$ cat src/rtl/pipe_stage_reg.sv
// pipe_stage_reg: a generic pipeline stage register with a valid/ready handshake.
// It carries a packed data bus and a packed control bus between two stages, and
// replaces fixed-field latches such as IF/ID, ID/EX, EX/MEM and MEM/WB.
// It also provides a stage enable (en), a synchronous flush and a synchronous
// active-high reset.
//
// Build option: define PIPE_STAGE_SKID_EN to add a second (skid) entry. With the
// skid entry, in_ready depends only on registered state and not on out_ready.
// Without it, the stage is a single register and in_ready depends
// combinationally on out_ready.
//
// Parameters: DATA_W (payload width), CTRL_W (control width),
//             FLUSH_ZERO_DATA (1: a flush also clears the stored data).
// Ports:
//   clk, rst              clock, synchronous active-high reset
//   en                    stage enable; 0 stops all transfers (flush/reset still apply)
//   flush                 squash every held entry; any entry offered this cycle is dropped
//   in_valid/in_ready     upstream handshake, with in_data / in_ctrl
//   out_valid/out_ready   downstream handshake, with out_data / out_ctrl
//   occupancy             number of held entries (0..2 with skid, 0..1 without)
module pipe_stage_reg #(
    parameter int DATA_W          = 32,
    parameter int CTRL_W          = 16,
    parameter bit FLUSH_ZERO_DATA = 1'b0
) (
    input  logic              clk,
    input  logic              rst,
    input  logic              en,
    input  logic              flush,
    input  logic              in_valid,
    input  logic [DATA_W-1:0] in_data,
    input  logic [CTRL_W-1:0] in_ctrl,
    output logic              in_ready,
    output logic              out_valid,
    output logic [DATA_W-1:0] out_data,
    output logic [CTRL_W-1:0] out_ctrl,
    input  logic              out_ready,
    output logic [1:0]        occupancy
);

    // The main entry always drives the outputs.
    logic              mainValid;
    logic [DATA_W-1:0] mainData;
    logic [CTRL_W-1:0] mainCtrl;
    logic              accept;
    logic              drain;

    // en is already part of in_ready; flush has priority over any transfer.
    assign accept = in_valid && in_ready && !flush;
    assign drain  = mainValid && out_ready && en && !flush;

    assign out_valid = mainValid;
    assign out_data  = mainData;
    // out_ctrl is gated so that a stale control word is never presented
    // after the entry has drained.
    assign out_ctrl  = mainValid ? mainCtrl : '0;

`ifdef PIPE_STAGE_SKID_EN
    // The skid entry is valid only while the main entry is valid. It holds
    // the entry that was accepted in the same cycle that out_ready fell.
    logic              skidValid;
    logic [DATA_W-1:0] skidData;
    logic [CTRL_W-1:0] skidCtrl;

    // in_ready is decoded from registered state only. It is 0 when the stage is full.
    assign in_ready  = en && !skidValid;
    assign occupancy = {1'b0, mainValid} + {1'b0, skidValid};

    always_ff @(posedge clk) begin
        if (rst) begin
            mainValid <= 1'b0;
            mainData  <= '0;
            mainCtrl  <= '0;
            skidValid <= 1'b0;
            skidData  <= '0;
            skidCtrl  <= '0;
        end else if (flush) begin
            mainValid <= 1'b0;
            mainCtrl  <= '0;
            skidValid <= 1'b0;
            skidCtrl  <= '0;
            if (FLUSH_ZERO_DATA) begin
                mainData <= '0;
                skidData <= '0;
            end
        end else if (en) begin
            if (!mainValid) begin
                // EMPTY
                if (accept) begin
                    mainValid <= 1'b1;
                    mainData  <= in_data;
                    mainCtrl  <= in_ctrl;
                end
            end else if (!skidValid) begin
                // ONE
                if (accept && drain) begin
                    mainData <= in_data;
                    mainCtrl <= in_ctrl;
                end else if (accept) begin
                    skidValid <= 1'b1;
                    skidData  <= in_data;
                    skidCtrl  <= in_ctrl;
                end else if (drain) begin
                    mainValid <= 1'b0;
                end
            end else begin
                // FULL: no accept is possible; a drain moves skid to main.
                if (drain) begin
                    skidValid <= 1'b0;
                    mainData  <= skidData;
                    mainCtrl  <= skidCtrl;
                end
            end
        end
    end
`else
    // Single register: an entry can be replaced in the same cycle that it drains.
    assign in_ready  = en && (!mainValid || out_ready);
    assign occupancy = {1'b0, mainValid};

    always_ff @(posedge clk) begin
        if (rst) begin
            mainValid <= 1'b0;
            mainData  <= '0;
            mainCtrl  <= '0;
        end else if (flush) begin
            mainValid <= 1'b0;
            mainCtrl  <= '0;
            if (FLUSH_ZERO_DATA) begin
                mainData <= '0;
            end
        end else if (en) begin
            if (accept) begin
                mainValid <= 1'b1;
                mainData  <= in_data;
                mainCtrl  <= in_ctrl;
            end else if (drain) begin
                mainValid <= 1'b0;
            end
        end
    end
`endif

endmodule

$ cat config.mk
export PLATFORM = sky130hd
export DESIGN_NAME = pipe_stage_reg
export DESIGN_NICKNAME = d
export VERILOG_FILES = /design/src/rtl/pipe_stage_reg.sv
export SDC_FILE = /design/constraint.sdc
export NUM_CORES = 1
export LEC_CHECK = 0
export CAP_MARGIN = 20
export CORE_UTILIZATION = 39
export DETAILED_ROUTE_END_ITERATION = 7
export PLACE_DENSITY_LB_ADDON = 0.1
export SLEW_MARGIN = 20
export SYNTH_ARGS = -nofsm -noshare
export SYNTH_HDL_FRONTEND = slang
export SYNTH_SLANG_ARGS = --single-unit
$ cat constraint.sdc
create_clock -name clk -period 1.4 [get_ports clk]
set_clock_uncertainty 0.15 [all_clocks]
set_input_delay 0.14 -clock clk [delete_from_list [all_inputs] [get_ports clk]]
set_output_delay 0.14 -clock clk [all_outputs]
set_load 0.1 [all_outputs]
==> impl_summary.txt <==
----------------------------------------------------
[Clock network]
  CTS Buf Count ... 5
  H-tree lvl count ... 2
  Latest clock arrival within the worst-skew pair ... approximately 0.29 ns
  Root Buffer Master ... sky130_fd_sc_hd__clkbuf_8
  Number of buffers on the longest clock path ... 2
  Number of clock sinks seen by CTS ... 49
  Clock tree from TritonCTS ... built
  Register clock-pin slew on the reported worst setup and hold paths ... around 0.080 ns
  # hold bufs at CTS ... 0

[Critical path]
  Type of element launching the critical path ... input pin
  Sort of element at the end of the critical path ... primary output
  Arrival time at the worst endpoint ... 1.18 ns
  Crit Path Max Fanout ... 6
  CP required ... ~1.1 ns
  Type of the setup path with the least slack ... input pin to primary output
  Cell depth of the worst flop-to-flop path ... 4

[Worst hold path]
  Classification of the worst-slack hold path ... input pin to flip-flop
  Cell count of the worst hold path ... 3

[Global routing]
  GRT Total Usage ... about a quarter
  Remaining global-route overflow ... 0
  Global-route wire length before repair ... between 9000 and 10,000 um
  Maximum number of pins on one net before global-route repair ... 37
  Vias in the first global route ... 2,121
  Initial antenna violation count ... 0

[Place]
  Number of cells in the design after placement ... roughly 400
  Count of port buffers added during placement ... around 100
  Dpl ws ... -0.285 ns
  Routability-driven placement congestion ratio ... 0.739
  Final HPWL from detailed placement ... roughly 4300 um
  Cell area after placement ... between 0.003 and 0.004 sq mm

[Detailed routing]
  Number of iterations in the first detailed-routing pass ... 4
  DRT antenna net count ... 0
  Number of vias per cell after detailed routing ... between 5 and 6
  Via count ... about 2,200
  DRT Wirelength ... approximately 6000 um
  DR iter-0 viols ... between 90 and 100
  Total DRC errors in the routed layout ... 0
  Post-detailed-route wirelength per cell ... between 10 and 15 um

[STA]
  Endpoints failing setup ... 19
  Final clock period utilization by the worst path ... 105%
  Period minus WS final ... ~1.5 ns
  Max Clk Rate ... a little under 700 MHz
  Number of pins with negative max-slew slack in the final report ... 0
  Final critical-path setup slack ... -0.0720 ns
  Setup repair after global routing missed its margin ... yes
  Count of final hold-check violations ... 0

[Finish]
  Number of nets in the final layout ... slightly above 400
  Signed area change from the synthesized netlist to the final layout ... 95.3%
  Finished Layout Cells ... around 420
  Antenna cell count ... 0
  Share of final-layout standard cells stronger than drive strength 1 ... 37.9%
  Fin area ... ~0.0039 sq mm
  Util after Layout ... approximately four fifths

[Die]
  Overall die height ... between 70 and 80 um
  Area enclosed by the die boundary ... 0.00546 sq mm
  Initial standard-cell utilization of the core ... 41.6%
  Die W ... between 70 and 80 um
  Area of the core ... just under 0.005 sq mm
  Floorplan row count ... 25
  Number of placed I/O pins ... 106

[Yosys]
  Synthesized net count ... around 300
  Number of library cell types mapped by synthesis ... 20
  Cells after synthesis ... between 200 and 250
  Post-synthesis area per instance ... approximately 8.2 sq um
  Post-synthesis sequential element count ... roughly 50
  Sequential fraction of the synthesis area ... approximately half
  Number of synthesis warnings ... 0
  Post-synthesis instance area ... around 0.002 sq mm

[Pwr]
  PD cells ... just under 800 mW/mm^2
  Static Leakage ... 1.45 nW
  NetSw ... roughly 0.0009 W
  Share of total power in combinational logic ... 24.5%
  Flop pwr share ... 48.0%
  Switching portion of total power ... between 20% and 30%
  Internal Dissipation ... 0.00218 W
  Clock power share ... 27.5%
  Overall power of the completed layout ... roughly 0.0031 W
  Maximum VDD drop ... between 400 and 500 uV

[Run status]
  Result of the run ... finished, violations left
  Violated checks ... negative setup slack

[Flow run]
  Max_cap viols ... 0

----------------------------------------------------
power groups by stage:
stage,sequential [W],combinational [W],clock [W]
6_report,0.00147,0.000751,0.000842
5_1_grt,0.00148,0.000785,0.000945
4_1_cts,0.00147,0.000752,0.000869
3_5_place_dp,0.00151,0.000743,0
3_3_place_gp,0.00150,0.000738,0
2_1_floorplan,0.00171,0.000169,0
synth_stat cells, drive strengths merged:
cell    count  area [sq um]
nor2        2          12.5
nand2      17          63.8
a22oi       1          7.51
nand3      32           160
nand2b      1          6.26
and2b       1          10.0
nand4      16           100
a21oi      32           160
nand3b      1          7.51
nor3        1          5.00
and2       17           106
conb        1          3.75
buf        17           106
and3b       1          8.76
dfxtp      49           981
clkbuf     10          37.5
o21ai      48           240
flip-flops by register name (all words and copies together), names as in the netlist:
name	cells
out_data	32
mainCtrl	16
out_valid	1
per-stage QoR:
stage               TNS [ns]  hold slack (ns)
CTS                   -0.983            0.233
detailed placement     -9.36            0.290
global placement       -7.95            0.281
floorplan              -2.12           0.0594
global route           -1.83            0.169
finish                -0.928            0.156
placed cells by master (no fill, tap or decap), drive strengths merged:
master | Yosys | routed
nor2 | 2 | 2
and3b | 1 | 1
nor3 | 1 | 1
nand2b | 1 | 1
nand3b | 1 | 1
nand2 | 17 | 17
dlymetal6s2s | 0 | 1
clkdlybuf4s50 | 0 | 52
and2b | 1 | 1
nand4 | 16 | 16
buf | 17 | 73
nand3 | 32 | 32
clkbuf | 10 | 8
o21ai | 48 | 48
a22oi | 1 | 1
dfxtp | 49 | 49
conb | 1 | 1
a21oi | 32 | 32
and2 | 17 | 17
worst max-delay path, stage by stage:
cell and delay, ns:
sky130_fd_sc_hd__clkdlybuf4s50_1 0.44, sky130_fd_sc_hd__nand2b_2 0.25, sky130_fd_sc_hd__and2_4 0.19, sky130_fd_sc_hd__buf_12 0.16
what timing repair did:
item | in CTS | in global routing
setup endpoints to repair | 15 | 22
cloned | 0 | 1
gates resized for setup | 8 | 5
pin swaps | 4 | 1
setup buffers | 2 | 0
path summary, 6_finish.rpt:
path                          endpoint  slack (ns)                     start
max                           in_ready       -0.07                 out_ready
min             out_valid$_SDFFE_PP0P_        0.16                        en
max reg2reg  out_data[12]$_SDFFE_PP0P_        0.13    out_valid$_SDFFE_PP0P_
min reg2reg   mainCtrl[5]$_SDFFE_PP0P_        0.30  mainCtrl[5]$_SDFFE_PP0P_
layout make-up:
type                    instances  area (sq um)
repair buffers                126          1800
flip-flops and latches         49          1020
multi-input cells             171           938
fillers                       320           910
clock buffers                   8          90.1
well taps                      67          83.8
logic make-up (layout without fill, tap and decap cells):
| family | count (synthesis) | after routing | synth area share [%] |
|---|---|---|---|
| AO/OA/AOI/OAI | 81 | 81 | 20.2 |
| other | 1 | 1 | 0.186 |
| AND/OR/NAND/NOR | 89 | 89 | 23.8 |
| flip-flops | 49 | 49 | 48.6 |
| buffers and inverters | 27 | 134 | 7.13 |
routing by layer:
metal	vias to the layer above	global-route usage, %	part of all wire, %
met5	-	0	0
met3	11	5.08	6.1
met4	0	8.33	1.2
met1	1013	29.2	42
li1	1078	-	-
met2	83	39.6	51
Power figures use the tool's default switching activity.
